[config.mk]
export PLATFORM = sky130hd
export DESIGN_NAME = mcycle_ctrl_flat
export DESIGN_NICKNAME = d
export VERILOG_FILES = /design/src/rtl/mcycle_ctrl_if.sv /design/src/rtl/mcycle_ctrl.sv /design/src/flat_wrapper.sv
export SDC_FILE = /design/constraint.sdc
export NUM_CORES = 1
export LEC_CHECK = 0
export ABC_AREA = 1
export CAP_MARGIN = 25
export CELL_PAD_IN_SITES_DETAIL_PLACEMENT = 1
export CELL_PAD_IN_SITES_GLOBAL_PLACEMENT = 1
export CORE_MARGIN = 4
export CORE_UTILIZATION = 26
export CTS_CLUSTER_SIZE = 12
export DETAILED_ROUTE_END_ITERATION = 10
export PLACE_DENSITY = 0.86
export SLEW_MARGIN = 20
export SYNTH_ARGS = -nofsm -noshare
export SYNTH_HDL_FRONTEND = slang
export SYNTH_SLANG_ARGS = --single-unit
[constraint.sdc]
create_clock -name clk -period 1.5 [get_ports clk]
set_input_delay 0.225 -clock clk [delete_from_list [all_inputs] [get_ports clk]]
set_output_delay 0.225 -clock clk [all_outputs]
set_load 0.02 [all_outputs]
[src/rtl/mcycle_ctrl_if.sv]
// Control bundle between the multi-cycle controller (master) and the
// datapath/memory side (slave): decode fields and strobes in, enables and selects out.
interface mcycle_ctrl_if;
  logic [5:0] opcode;
  logic [5:0] funct;
  logic       alu_zero;
  logic       im_ready;
  logic       dm_ready;

  logic       im_req;
  logic       dm_req;
  logic       dm_we;
  logic       ir_we;
  logic       pc_we;
  logic       reg_we;
  logic [1:0] sel_regdst;
  logic       sel_alusrc;
  logic [1:0] sel_wb;
  logic [1:0] npc_sel;
  logic [2:0] alu_op;
  logic       ext_op;
  logic [2:0] state;
  logic       illegal;
  logic       done;

  modport master (
    input  opcode, funct, alu_zero, im_ready, dm_ready,
    output im_req, dm_req, dm_we, ir_we, pc_we, reg_we,
           sel_regdst, sel_alusrc, sel_wb, npc_sel, alu_op, ext_op,
           state, illegal, done
  );

  modport slave (
    output opcode, funct, alu_zero, im_ready, dm_ready,
    input  im_req, dm_req, dm_we, ir_we, pc_we, reg_we,
           sel_regdst, sel_alusrc, sel_wb, npc_sel, alu_op, ext_op,
           state, illegal, done
  );
endinterface

[src/rtl/mcycle_ctrl.sv]
// Multi-cycle MIPS-subset controller: IF/ID/EX/MEM/WB sequencer with
// instruction class latched in ID and combinational control outputs.
module mcycle_ctrl #(
  parameter int WORD_WIDTH = 32
) (
  input logic           clk,
  input logic           rst,
  mcycle_ctrl_if.master bus
);

  // Word width does not shape any control port; only sanity-checked here.
  if (WORD_WIDTH < 1) begin : g_bad_word_width
  end

  typedef enum logic [2:0] {
    S_IF  = 3'd0,
    S_ID  = 3'd1,
    S_EX  = 3'd2,
    S_MEM = 3'd3,
    S_WB  = 3'd4
  } state_t;

  typedef enum logic [3:0] {
    C_ILLEGAL,
    C_ADDU,
    C_SUBU,
    C_JR,
    C_ORI,
    C_LUI,
    C_LW,
    C_SW,
    C_BEQ,
    C_J,
    C_JAL
  } cls_t;

  typedef struct packed {
    logic       im_req;
    logic       dm_req;
    logic       dm_we;
    logic       ir_we;
    logic       pc_we;
    logic       reg_we;
    logic [1:0] sel_regdst;
    logic       sel_alusrc;
    logic [1:0] sel_wb;
    logic [1:0] npc_sel;
    logic [2:0] alu_op;
    logic       ext_op;
    logic       illegal;
    logic       done;
  } ctl_t;

  localparam logic [1:0] RD_RT    = 2'b00;
  localparam logic [1:0] RD_RD    = 2'b01;
  localparam logic [1:0] RD_RA    = 2'b10;
  localparam logic [1:0] WB_ALU   = 2'b00;
  localparam logic [1:0] WB_DM    = 2'b01;
  localparam logic [1:0] WB_PC4   = 2'b10;
  localparam logic [1:0] NPC_SEQ  = 2'b00;
  localparam logic [1:0] NPC_BR   = 2'b01;
  localparam logic [1:0] NPC_JMP  = 2'b10;
  localparam logic [1:0] NPC_REG  = 2'b11;
  localparam logic [2:0] ALU_ADD  = 3'b000;
  localparam logic [2:0] ALU_SUB  = 3'b001;
  localparam logic [2:0] ALU_OR   = 3'b010;
  localparam logic [2:0] ALU_LUI  = 3'b011;

  state_t state_q;
  state_t state_d;
  cls_t   cls_q;
  cls_t   dec;
  ctl_t   ctl;

  // Live decode of the instruction register; only consumed while in ID.
  always_comb begin
    dec = C_ILLEGAL;
    case (bus.opcode)
      6'b000000: begin
        case (bus.funct)
          6'b100001: dec = C_ADDU;
          6'b100011: dec = C_SUBU;
          6'b001000: dec = C_JR;
          default:   dec = C_ILLEGAL;
        endcase
      end
      6'b001101: dec = C_ORI;
      6'b001111: dec = C_LUI;
      6'b100011: dec = C_LW;
      6'b101011: dec = C_SW;
      6'b000100: dec = C_BEQ;
      6'b000010: dec = C_J;
      6'b000011: dec = C_JAL;
      default:   dec = C_ILLEGAL;
    endcase
  end

  // NOTE: every output and the next state get a default before the case so
  // no path leaves them unassigned, which would otherwise infer latches.
  always_comb begin
    ctl     = '0;
    state_d = S_IF;
    case (state_q)
      S_IF: begin
        ctl.im_req = 1'b1;
        state_d    = S_IF;
        if (bus.im_ready) begin
          ctl.ir_we   = 1'b1;
          ctl.pc_we   = 1'b1;
          ctl.npc_sel = NPC_SEQ;
          state_d     = S_ID;
        end
      end

      S_ID: begin
        case (dec)
          C_J: begin
            ctl.pc_we   = 1'b1;
            ctl.npc_sel = NPC_JMP;
            ctl.done    = 1'b1;
          end
          C_JAL: begin
            ctl.pc_we      = 1'b1;
            ctl.npc_sel    = NPC_JMP;
            ctl.reg_we     = 1'b1;
            ctl.sel_regdst = RD_RA;
            ctl.sel_wb     = WB_PC4;
            ctl.done       = 1'b1;
          end
          C_JR: begin
            ctl.pc_we   = 1'b1;
            ctl.npc_sel = NPC_REG;
            ctl.done    = 1'b1;
          end
          C_ILLEGAL: begin
            ctl.illegal = 1'b1;
            ctl.done    = 1'b1;
          end
          default: state_d = S_EX;
        endcase
      end

      S_EX: begin
        case (cls_q)
          C_ADDU: begin
            ctl.alu_op = ALU_ADD;
            state_d    = S_WB;
          end
          C_SUBU: begin
            ctl.alu_op = ALU_SUB;
            state_d    = S_WB;
          end
          C_ORI: begin
            ctl.sel_alusrc = 1'b1;
            ctl.alu_op     = ALU_OR;
            state_d        = S_WB;
          end
          C_LUI: begin
            ctl.sel_alusrc = 1'b1;
            ctl.alu_op     = ALU_LUI;
            state_d        = S_WB;
          end
          C_LW, C_SW: begin
            ctl.sel_alusrc = 1'b1;
            ctl.alu_op     = ALU_ADD;
            ctl.ext_op     = 1'b1;
            state_d        = S_MEM;
          end
          C_BEQ: begin
            ctl.alu_op  = ALU_SUB;
            ctl.ext_op  = 1'b1;
            ctl.pc_we   = bus.alu_zero;
            ctl.npc_sel = NPC_BR;
            ctl.done    = 1'b1;
          end
          default: state_d = S_IF;
        endcase
      end

      S_MEM: begin
        if (cls_q == C_LW || cls_q == C_SW) begin
          ctl.dm_req = 1'b1;
          ctl.dm_we  = (cls_q == C_SW);
          state_d    = S_MEM;
          if (bus.dm_ready) begin
            if (cls_q == C_SW) begin
              ctl.done = 1'b1;
              state_d  = S_IF;
            end else begin
              state_d = S_WB;
            end
          end
        end
      end

      S_WB: begin
        ctl.reg_we = 1'b1;
        ctl.done   = 1'b1;
        case (cls_q)
          C_ADDU, C_SUBU: begin
            ctl.sel_regdst = RD_RD;
            ctl.sel_wb     = WB_ALU;
          end
          C_LW: begin
            ctl.sel_regdst = RD_RT;
            ctl.sel_wb     = WB_DM;
          end
          default: begin
            ctl.sel_regdst = RD_RT;
            ctl.sel_wb     = WB_ALU;
          end
        endcase
      end

      // Codes 5-7 fall through with all outputs low and recover to IF.
      default: state_d = S_IF;
    endcase

    // Reset masks every output regardless of the state it interrupts.
    if (rst) ctl = '0;
  end

  // NOTE: sequential state uses non-blocking assignments so every register
  // samples the pre-edge values, independent of statement order.
  always_ff @(posedge clk) begin
    if (rst) begin
      state_q <= S_IF;
      cls_q   <= C_ILLEGAL;
    end else begin
      state_q <= state_d;
      if (state_q == S_ID) cls_q <= dec;
    end
  end

  assign bus.im_req     = ctl.im_req;
  assign bus.dm_req     = ctl.dm_req;
  assign bus.dm_we      = ctl.dm_we;
  assign bus.ir_we      = ctl.ir_we;
  assign bus.pc_we      = ctl.pc_we;
  assign bus.reg_we     = ctl.reg_we;
  assign bus.sel_regdst = ctl.sel_regdst;
  assign bus.sel_alusrc = ctl.sel_alusrc;
  assign bus.sel_wb     = ctl.sel_wb;
  assign bus.npc_sel    = ctl.npc_sel;
  assign bus.alu_op     = ctl.alu_op;
  assign bus.ext_op     = ctl.ext_op;
  assign bus.illegal    = ctl.illegal;
  assign bus.done       = ctl.done;
  assign bus.state      = state_q;

endmodule

[src/flat_wrapper.sv]
// flat-port wrapper written by rule: the top's interface ports become plain ports
module mcycle_ctrl_flat 
#(
  parameter int WORD_WIDTH = 32
)
  (clk, rst, bus_opcode, bus_funct, bus_alu_zero, bus_im_ready, bus_dm_ready, bus_im_req, bus_dm_req, bus_dm_we, bus_ir_we, bus_pc_we, bus_reg_we, bus_sel_regdst, bus_sel_alusrc, bus_sel_wb, bus_npc_sel, bus_alu_op, bus_ext_op, bus_state, bus_illegal, bus_done);
  mcycle_ctrl_if bus_i ();
  input logic clk;
  input logic rst;
  input wire logic [$bits(bus_i.opcode)-1:0] bus_opcode;
  input wire logic [$bits(bus_i.funct)-1:0] bus_funct;
  input wire logic [$bits(bus_i.alu_zero)-1:0] bus_alu_zero;
  input wire logic [$bits(bus_i.im_ready)-1:0] bus_im_ready;
  input wire logic [$bits(bus_i.dm_ready)-1:0] bus_dm_ready;
  output wire logic [$bits(bus_i.im_req)-1:0] bus_im_req;
  output wire logic [$bits(bus_i.dm_req)-1:0] bus_dm_req;
  output wire logic [$bits(bus_i.dm_we)-1:0] bus_dm_we;
  output wire logic [$bits(bus_i.ir_we)-1:0] bus_ir_we;
  output wire logic [$bits(bus_i.pc_we)-1:0] bus_pc_we;
  output wire logic [$bits(bus_i.reg_we)-1:0] bus_reg_we;
  output wire logic [$bits(bus_i.sel_regdst)-1:0] bus_sel_regdst;
  output wire logic [$bits(bus_i.sel_alusrc)-1:0] bus_sel_alusrc;
  output wire logic [$bits(bus_i.sel_wb)-1:0] bus_sel_wb;
  output wire logic [$bits(bus_i.npc_sel)-1:0] bus_npc_sel;
  output wire logic [$bits(bus_i.alu_op)-1:0] bus_alu_op;
  output wire logic [$bits(bus_i.ext_op)-1:0] bus_ext_op;
  output wire logic [$bits(bus_i.state)-1:0] bus_state;
  output wire logic [$bits(bus_i.illegal)-1:0] bus_illegal;
  output wire logic [$bits(bus_i.done)-1:0] bus_done;
  assign bus_i.opcode = bus_opcode;
  assign bus_i.funct = bus_funct;
  assign bus_i.alu_zero = bus_alu_zero;
  assign bus_i.im_ready = bus_im_ready;
  assign bus_i.dm_ready = bus_dm_ready;
  assign bus_im_req = bus_i.im_req;
  assign bus_dm_req = bus_i.dm_req;
  assign bus_dm_we = bus_i.dm_we;
  assign bus_ir_we = bus_i.ir_we;
  assign bus_pc_we = bus_i.pc_we;
  assign bus_reg_we = bus_i.reg_we;
  assign bus_sel_regdst = bus_i.sel_regdst;
  assign bus_sel_alusrc = bus_i.sel_alusrc;
  assign bus_sel_wb = bus_i.sel_wb;
  assign bus_npc_sel = bus_i.npc_sel;
  assign bus_alu_op = bus_i.alu_op;
  assign bus_ext_op = bus_i.ext_op;
  assign bus_state = bus_i.state;
  assign bus_illegal = bus_i.illegal;
  assign bus_done = bus_i.done;
  mcycle_ctrl #(.WORD_WIDTH(WORD_WIDTH)) u_core (.clk(clk), .rst(rst), .bus(bus_i));
endmodule
==> results of run 1 <==
==> kinds of logic (layout without fill, tap and decap cells) <==
logic type / Yosys count / in the layout
buf+inv: 37 / 121
simple gates: 78 / 78
flops: 7 / 7
compound gates: 23 / 23
other cells: 1 / 1
==> report_power, final <==
part / leakage (nW) / total, W / internal, W / switching (W)
combinational: 0.827 / 0.000341 / 0.000148 / 0.000193
clock: 0.0150 / 0.000205 / 0.000103 / 0.000102
sequential: 0.0600 / 0.000207 / 0.000194 / 0.0000128
==> per-stage QoR <==
step	setup slack (ns)	hold slack [ns]	area, µm²	setup TNS [ns]	instances
after floorplan	-0.143	0.436	850	-0.350	146
after global placement	-0.901	0.601	1500	-10.48	256
after detailed placement	-0.989	0.608	1500	-11.42	256
after CTS	-0.216	0.427	1720	-2.11	269
after global routing	-0.385	0.481	1870	-5.33	274
final	-0.316	0.436	1870	-4.02	274
==> worst max-delay path: stages <==
cell             delay [ns]
clkdlybuf4s15_2        0.23
nand2_1                0.10
inv_2                  0.06
nand3_2                0.08
nand2_1                0.06
inv_1                  0.06
nand2_2                0.11
inv_2                  0.07
nand3_2                0.13
nand2_2                0.10
nand2_2                0.06
a21oi_2                0.16
buf_6                  0.14
==> final timing paths <==
| check | startpoint | to | slack [ns] | cells past startpoint |
|---|---|---|---|---|
| setup / recovery | bus_opcode[1] | bus_done | -0.32 | 13 |
| hold / removal | bus_opcode[3] | u_core.cls_q[3] | 0.44 | 4 |
| setup reg to reg | u_core.bus.state[1] | u_core.cls_q[1] | -0.03 | 7 |
| hold reg to reg | u_core.cls_q[0] | u_core.cls_q[0] | 0.74 | 3 |
==> registers in the layout (all words and copies together) (netlist names) <==
name              cells
u_core.bus.state      3
u_core.cls_q          4
==> cell usage after synthesis, drive strengths merged <==
master / number
a211oi: 1
a21oi: 8
a32oi: 1
buf: 3
conb: 1
dfxtp: 7
inv: 34
nand2: 20
nand3: 15
nand4: 3
nor2: 34
nor3: 5
nor4: 1
o211ai: 1
o21a: 2
o21ai: 10
==> what timing repair did <==
action                                  in CTS  in global routing
pin swaps                                   30                  8
endpoints found under the setup margin      21                 20
hold endpoints to repair                     0                  0
gates resized for setup                    201                 34
setup buffers                                9                  5
==> cell type report <==
| class | count | area [µm²] |
|---|---|---|
| Sequential cell | 7 | 151 |
| Fill cell | 371 | 1160 |
| Inverter | 34 | 135 |
| Clock buffer | 4 | 26.3 |
| Timing Repair Buffer | 83 | 714 |
| Multi-Input combinational cell | 102 | 786 |
| Tap cell | 44 | 55.1 |
==> cells in the final DEF (no fill, tap or decap), types with 4 or more instances in the layout <==
master   synthesis  routed
nor2_1          28       9
buf_4            2      43
buf_6            0      21
nor2_2           4       8
buf_2            0       7
nand2_1         19      12
nand3_2          4       6
inv_2            3       9
a21oi_1          5       4
nand3_1         11       8
inv_1           31      22
o21ai_0          8       4
nand2_2          1       6
nor2_4           2      17
==> per-layer routing <==
metal  global-route usage, %  up-vias
li1                        -      629
met1                    21.3      672
met2                    45.8       61
met3                    3.34       20
met4                    12.7        0
met5                       0        -
==> summary.txt, run 1 <==
Global routing
  • First-pass GRT wire length: 7.17 mm
  • Initial antenna violation count: 0
  • Grt ovf: 0
  • GR Util All Layers: 22.8%
  • Vias in the first global route: 1514
  • Largest net degree at the start of global routing: 8

Synth
  • Main combinational cell family by area after synthesis: simple AND/OR/NAND/NOR gates
  • Post-Synth XOR/XNOR Area: 0%
  • Post-synth top area cell: dfxtp_1
  • Post-synth top area share: 17.2%
  • Simple-gate share of the synthesized area: 47.3%
  • Synth area leaders: dfxtp_1 (17%), inv_1 (14%), nor2_1 (13%)
  • Flops & latches, synth: 7
  • Mapped cell area: 817 µm²
  • Post-Synth Adder-Cell Area: 0%
  • Portion of netlist area occupied by mux cells: 0%
  • Sequential share of the synthesized area: 17.2%
  • Average size of a mapped cell: 5.60 µm²
  • Compound-Gate Fraction of Synth Area: 17.2%
  • Count of cell types in the netlist: 25
  • Synthesized Nets: 163
  • Syn Inst Count: 146
  • Syn. warnings: 0

Timing
  • Layout Skew: 0.0141 ns
  • Max Slew Vio Count: 0
  • Final Hold Fails: 0
  • Final setup margin: -0.316 ns
  • Fmax: 551 MHz
  • RSZ-0062 raised after global routing: yes
  • Final period util: 121%
  • Final min period: 1.82 ns
  • Final setup vio count: 19

Floorplanning
  • Row count: 20
  • Width of the die: 64.1 µm
  • Initial core utilization: 27.0%
  • Core area: 3030 µm²
  • Die Ht: 64.1 µm
  • Die area: 4100 µm²
  • # IOs: 39

Critical path
  • Critical path startpoint category: input pin
  • CP Class: in -> out
  • Setup crit end kind: output port
  • Critical Path AT: 1.59 ns
  • Max FO, Critical Path: 4
  • Worst Path Required: 1.27 ns

Detailed routing
  • WL final: 5.04 mm
  • Detail Route met2 WL: 2.82 mm
  • Vias: 1382
  • Highest metal used: met4
  • Remaining DRCs: 0
  • Iter 0 DRT Violations: 57
  • Avg Vias per Cell: 5.04
  • Drt wl/cell: 18.4 µm
  • ANT nets after route: 0
  • WL met1: 1.80 mm
  • Met3 WL post-DR: 189 µm
  • DR pass1 iterations: 4

CTS
  • CTS tree: built
  • Clock transition at path regs: 0.05 ns
  • CTS Hold Buffers Added: 0
  • Clk root buf: clkbuf_4
  • CTS Sinks: 7
  • H-tree levels: 1
  • Max Root-Sink Buffers: 2
  • Clock Latency Late Sink: 0.29 ns
  • Total clock buffers created by CTS: 3

Place
  • Detail Placement HPWL: 2.91 mm
  • Port-buffer cells: 37
  • Gp weighted congestion: 0.809

Run
  • Max Cap Viol: 0

Finish
  • Layout cells sized above 1: 64.3%
  • Util after Layout: 61.7%
  • Area added between synthesis and finish: 129%
  • # diodes: 0
  • Nets@finish: 248

Power
  • Power Total: 0.000753 W
  • Static Leak: 0.902 nW
  • Max VDD drop: 0.198 mV
  • Pwr/cell area: 403 nW/µm²

Outcome
  • Violated checks: negative setup slack
  • Outcome: finished with violations

Hold path
  • Tightest Hold Check Type: in -> reg
No activity file was read; power rests on OpenSTA's default activity.
==> run 2, diff against run 1 <==
--- a/config.mk
+++ b/config.mk
@@ -10,10 +10,10 @@
 export CELL_PAD_IN_SITES_DETAIL_PLACEMENT = 1
 export CELL_PAD_IN_SITES_GLOBAL_PLACEMENT = 1
 export CORE_MARGIN = 4
-export CORE_UTILIZATION = 26
+export CORE_UTILIZATION = 27
 export CTS_CLUSTER_SIZE = 12
 export DETAILED_ROUTE_END_ITERATION = 10
-export PLACE_DENSITY = 0.86
+export PLACE_DENSITY = 0.89
 export SLEW_MARGIN = 20
 export SYNTH_ARGS = -nofsm -noshare
 export SYNTH_HDL_FRONTEND = slang
==> constraint.sdc (replaced) <==
create_clock -name clk -period 2.2 [get_ports clk]
set_input_delay 0.33 -clock clk [delete_from_list [all_inputs] [get_ports clk]]
set_output_delay 0.33 -clock clk [all_outputs]
set_load 0.02 [all_outputs]
==> summary.txt, run 2 (same netlist as run 1, synthesis figures left out) <==
Finish
  • Top reg by flops: u_core.cls_q
  • Area added between synthesis and finish: 66.9%
  • Leading cell type in the layout, fill and taps excluded: inv_1
  • Max reg flops: 4 (unchanged)
  • Layout cells sized above 1: 26.0% (-38 points)
  • # diodes: 0 (unchanged)
  • Commonest cells after routing, fill and taps aside: inv_1 (30), nor2_1 (23), nand2_1 (19), buf_4 (19), clkdlybuf4s50_1 (14)
  • Nets@finish: 218 (-12%)

Timing
  • Hold_ws: 0.580 ns (+0.143 ns)
  • Final min period: 2.13 ns
  • Max Slew Vio Count: 0 (unchanged)
  • Final Hold Fails: 0 (unchanged)
  • Setup TNS: 0 ns (+4.02 ns)
  • Layout Skew: 0.00991 ns (-0.00422 ns)
  • Final period util: 97.0%
  • Final setup vio count: 0 (-19)
  • Fmax: 469 MHz
  • RSZ-0062 raised after global routing: yes

Floorplanning
  • # IOs: 39 (unchanged)
  • Width of the die: 63.0 µm (-1.6%)
  • Row count: 19 (-5.0%)
  • Die area: 3970 µm² (-3.2%)
  • Core area: 2830 µm² (-6.6%)
  • Die Ht: 63.0 µm (-1.6%)
  • Initial core utilization: 28.9% (+1.9 points)

Detailed routing
  • Iter 0 DRT Violations: 32 (-44%)
  • Drt wl/cell: 13.3 µm (-28%)
  • Vias: 1117 (-19%)
  • ANT nets after route: 0 (unchanged)
  • Remaining DRCs: 0 (unchanged)
  • DR pass1 iterations: 4 (unchanged)
  • WL final: 3.08 mm (-39%)
  • Avg Vias per Cell: 4.84 (-4.1%)

Power
  • Combinational Power Share: 37.0% (-8.3 points)
  • Clock power frac: 29.3% (+2.1 points)
  • Static Leak: 0.723 nW (-20%)
  • Sw frac: 34.7% (-6.1 points)
  • Sequential fraction of design power: 33.7% (+6.2 points)
  • Internal: 0.000272 W (-39%)
  • Max VDD drop: 0.129 mV (-35%)
  • Switching power: 0.000144 W (-53%)
  • Pwr/cell area: 305 nW/µm² (-24%)

Critical path
  • Max FO, Critical Path: 4 (unchanged)
  • CP Class: in -> out
  • Critical path startpoint category: input pin
  • Worst Path Required: 1.87 ns (+0.60 ns)
  • Critical Path AT: 1.80 ns (+0.21 ns)
  • Setup crit end kind: output port

CTS
  • Total clock buffers created by CTS: 3 (unchanged)
  • CTS tree: built
  • Clk root buf: clkbuf_4
  • H-tree levels: 1 (unchanged)
  • Max Root-Sink Buffers: 2 (unchanged)
  • Clock Latency Late Sink: 0.26 ns (-0.03 ns)
  • CTS Sinks: 7 (unchanged)
  • Clock transition at path regs: 0.05 ns (about the same)

Global routing
  • Initial antenna violation count: 0 (unchanged)
  • Grt ovf: 0 (unchanged)
  • Vias in the first global route: 1163 (-23%)
  • GR Util All Layers: 15.9% (-6.9 points)
  • Largest net degree at the start of global routing: 8 (unchanged)
  • First-pass GRT wire length: 5.15 mm (-28%)

Place
  • Port-buffer cells: 37 (unchanged)
  • Detail Placement HPWL: 2.45 mm (-16%)
  • Gp weighted congestion: 0.853 (+5.4%)

Outcome
  • Outcome: completed

Hold path
  • Tightest Hold Check Type: reg -> reg

Run
  • Max Cap Viol: 0 (unchanged)
==> run 2: critical path, cell delays in order <==
cell,delay [ns]
clkdlybuf4s50_1,0.48
inv_1,0.04
nor2_1,0.11
nand3_2,0.11
nand2_1,0.08
nand2_1,0.06
nand2_2,0.10
inv_1,0.07
nand3_2,0.08
nand2_1,0.06
nand2_1,0.08
a21oi_2,0.05
buf_4,0.16
==> run 2: through the flow <==
stage | setup WS (ns) | total power [W] | instance area, µm² | util [%] | cells
floorplan | 0.348 | 0.000213 | 817 | - | 146
finish | 0.0668 | 0.000417 | 1360 | 48.2 | 231
CTS | 0.00283 | 0.000413 | 1340 | 47.5 | 231
global placement | -0.398 | 0.000284 | 1310 | 46.4 | 225
detailed placement | -0.485 | 0.000291 | 1310 | 46.4 | 225
global route | -0.0722 | 0.000447 | 1360 | 48.2 | 231
==> run 2: cell type report <==
| type | instances | area, µm² |
|---|---|---|
| clock buffer | 4 | 26.3 |
| fill | 385 | 1470 |
| inverter | 34 | 128 |
| multi-input combinational | 102 | 572 |
| sequential | 7 | 140 |
| tap | 31 | 38.8 |
| timing repair buffer | 53 | 459 |
==> run 2: routing by layer <==
| layer | track usage (%) | wire length [µm] |
|---|---|---|
| met1 | 17.5 | 1330 |
| met2 | 29.5 | 1560 |
| met3 | 3.42 | 157 |
| met4 | 5.79 | 31 |
| met5 | 0 | 0 |
==> run 2: worst paths after layout <==
path | startpoint | to | slack (ns) | cells after the start
worst max-delay path | bus_funct[3] | bus_done | 0.07 | 13
worst min-delay path | u_core.cls_q[0] | u_core.cls_q[0] | 0.58 | 2
worst max register to register | u_core.bus.state[0] | u_core.cls_q[1] | 0.67 | 7
worst min register to register | u_core.cls_q[0] | u_core.cls_q[0] | 0.58 | 2
==> run 2: power by group through the flow <==
stage                     clock, W  combinational (W)  sequential, W
after floorplan                  0          0.0000703       0.000143
after global placement           0           0.000142       0.000142
after detailed placement         0           0.000148       0.000143
after CTS                 0.000123           0.000150       0.000140
after global routing      0.000136           0.000170       0.000141
final                     0.000122           0.000154       0.000140
==> run 2: timing repair <==
item / CTS / global route
setup endpoints to repair: 16 / 10
hold buffers: 0 / 0
setup buffers: 2 / 0
pin swaps: 2 / 1
gates resized for setup: 38 / 20
==> run 3, diff against run 2 <==
--- a/config.mk
+++ b/config.mk
@@ -11,9 +11,11 @@
 export CELL_PAD_IN_SITES_GLOBAL_PLACEMENT = 1
 export CORE_MARGIN = 4
 export CORE_UTILIZATION = 27
+export CTS_BUF_LIST = sky130_fd_sc_hd__clkbuf_16
 export CTS_CLUSTER_SIZE = 12
 export DETAILED_ROUTE_END_ITERATION = 10
 export PLACE_DENSITY = 0.89
+export REMOVE_ABC_BUFFERS = 1
 export SLEW_MARGIN = 20
 export SYNTH_ARGS = -nofsm -noshare
 export SYNTH_HDL_FRONTEND = slang
==> summary.txt, run 3 (same netlist as run 1, synthesis figures left out) <==
Outcome
  • Outcome: completed

Floorplanning
  • Die Ht: 63.0 µm (unchanged)
  • # IOs: 39 (unchanged)
  • Initial core utilization: 28.9% (unchanged)
  • Row count: 19 (unchanged)
  • Width of the die: 63.0 µm (unchanged)
  • Core area: 2830 µm² (unchanged)
  • Die area: 3970 µm² (unchanged)

Detailed routing
  • Drt wl/cell: 13.5 µm (+1.7%)
  • WL final: 3.11 mm (+1.2%)
  • ANT nets after route: 0 (unchanged)
  • Remaining DRCs: 0 (unchanged)
  • Vias: 1127 (+0.90%)
  • Iter 0 DRT Violations: 26 (-19%)
  • DR pass1 iterations: 4 (unchanged)
  • Avg Vias per Cell: 4.90 (+1.3%)

CTS
  • Clock Latency Late Sink: 0.23 ns (-0.03 ns)
  • Clk root buf: clkbuf_16
  • H-tree levels: 1 (unchanged)
  • CTS tree: built
  • CTS Sinks: 7 (unchanged)
  • Max Root-Sink Buffers: 2 (unchanged)
  • Total clock buffers created by CTS: 3 (unchanged)
  • Clock transition at path regs: 0.03 ns (-0.02 ns)
  • CTS Hold Buffers Added: 0 (unchanged)

Finish
  • Max reg flops: 4 (unchanged)
  • Leading cell type in the layout, fill and taps excluded: inv_1
  • Top reg by flops: u_core.cls_q
  • Nets@finish: 217 (-0.46%)
  • # diodes: 0 (unchanged)
  • Layout cells sized above 1: 25.6% (-0.37 points)
  • Post-Layout Cell Count: 230 (-0.43%)
  • Commonest cells after routing, fill and taps aside: inv_1 (30), nor2_1 (23), nand2_1 (19)
  • Area added between synthesis and finish: 77.0%

Hold path
  • Worst hold path depth: 2 (unchanged)
  • Tightest Hold Check Type: reg -> reg

Critical path
  • Reg2reg path depth: 6 (-1)
  • Critical Path AT: 1.80 ns (about the same)
  • Critical path startpoint category: input pin
  • Max FO, Critical Path: 4 (unchanged)
  • Worst Path Required: 1.87 ns (about the same)
  • Setup crit end kind: output port
  • CP Class: in -> out

Timing
  • RSZ-0062 raised after global routing: yes
  • Final period util: 96.6% (-0.33 points)
  • Final Hold Fails: 0 (unchanged)
  • Max Slew Vio Count: 0 (unchanged)
  • Final setup vio count: 0 (unchanged)
  • Hold_ws: 0.592 ns (+0.0124 ns)
  • Fmax: 470 MHz (+0.35%)
  • Layout Skew: 0.000496 ns (-0.00941 ns)
  • Final min period: 2.13 ns (-0.00736 ns)

Place
  • Gp weighted congestion: 0.834 (-2.2%)
  • Post-Place Cells: 225 (unchanged)
  • Detail Placement HPWL: 2.52 mm (+3.0%)
  • Port-buffer cells: 37 (unchanged)

Run
  • Max Cap Viol: 0 (unchanged)

Global routing
  • GR Util All Layers: 16.5% (+0.55 points)
  • First-pass GRT wire length: 5.29 mm (+2.7%)
  • Largest net degree at the start of global routing: 9 (+1)
  • Grt ovf: 0 (unchanged)
  • Initial antenna violation count: 0 (unchanged)
  • Vias in the first global route: 1207 (+3.8%)

Power
  • Static Leak: 0.823 nW (+14%)
  • Pwr/cell area: 414 nW/µm² (+35%)
  • Max VDD drop: 0.204 mV (+58%)
## run 3: cell types whose count changed in the layout (fill, tap and decap cells not counted), sizes merged
cell           delta
clkbuf            -4
inv               +1
dlymetal6s2s      +6
clkdlybuf4s50     -4
## run 3: path summary, 6_finish.rpt
check,from,to,slack [ns]
setup / recovery,bus_funct[4],bus_pc_we,0.07
hold / removal,u_core.cls_q[0],u_core.cls_q[0],0.59
setup reg to reg,u_core.bus.state[0],u_core.cls_q[1],0.83
hold reg to reg,u_core.cls_q[0],u_core.cls_q[0],0.59
## run 3: layout make-up
cell class,instances,area (µm²)
Sequential cell,7,140
Timing Repair Buffer,52,477
Tap cell,31,38.8
Multi-Input combinational cell,102,584
Clock inverter,1,3.75
Inverter,34,128
Clock buffer,3,75.1
Fill cell,365,1380
## run 3: what timing repair did
item | in CTS | in global routing
resized for setup | 41 | 21
setup endpoints to repair | 13 | 11
pin swaps | 1 | 11
setup buffers | 0 | 1
hold endpoints to repair | 0 | 0
## run 3: critical path, cell delays in order
cell and delay, ns:
clkdlybuf4s50_1 0.50, nor2_1 0.06, nand3_2 0.10, nand2_1 0.06, nand2_1 0.08, nand2_2 0.10, a21oi_4 0.19, nor2_1 0.06
o21a_1 0.16, buf_2 0.15
## run 3: power by group
group | leakage (nW) | internal [W] | switching (W)
Sequential | 0.0572 | 0.000134 | 0.00000702
Clock | 0.0423 | 0.000236 | 0.0000656
Combinational | 0.724 | 0.0000678 | 0.0000878
## run 3: per-stage QoR
step / utilization, % / total power, W / instance area [µm²] / worst slack (ns) / setup TNS, ns
2_1_floorplan: - / 0.000210 / 798 / 0.356 / 0
3_3_place_gp: 46.4 / 0.000287 / 1310 / -0.399 / -2.43
3_5_place_dp: 46.4 / 0.000295 / 1310 / -0.507 / -3.10
4_1_cts: 48.9 / 0.000597 / 1380 / -0.0218 / -0.0218
5_1_grt: 51.1 / 0.000626 / 1450 / -0.0285 / -0.0285
6_report: 51.1 / 0.000598 / 1450 / 0.0742 / 0
## run 3: routing by layer
layer	vias up	track usage (%)	wire, µm
met1	525	16.8	1240
met4	0	6.61	51
met5	-	0	0
met3	4	3.78	140
li1	565	-	-
met2	33	31.6	1680
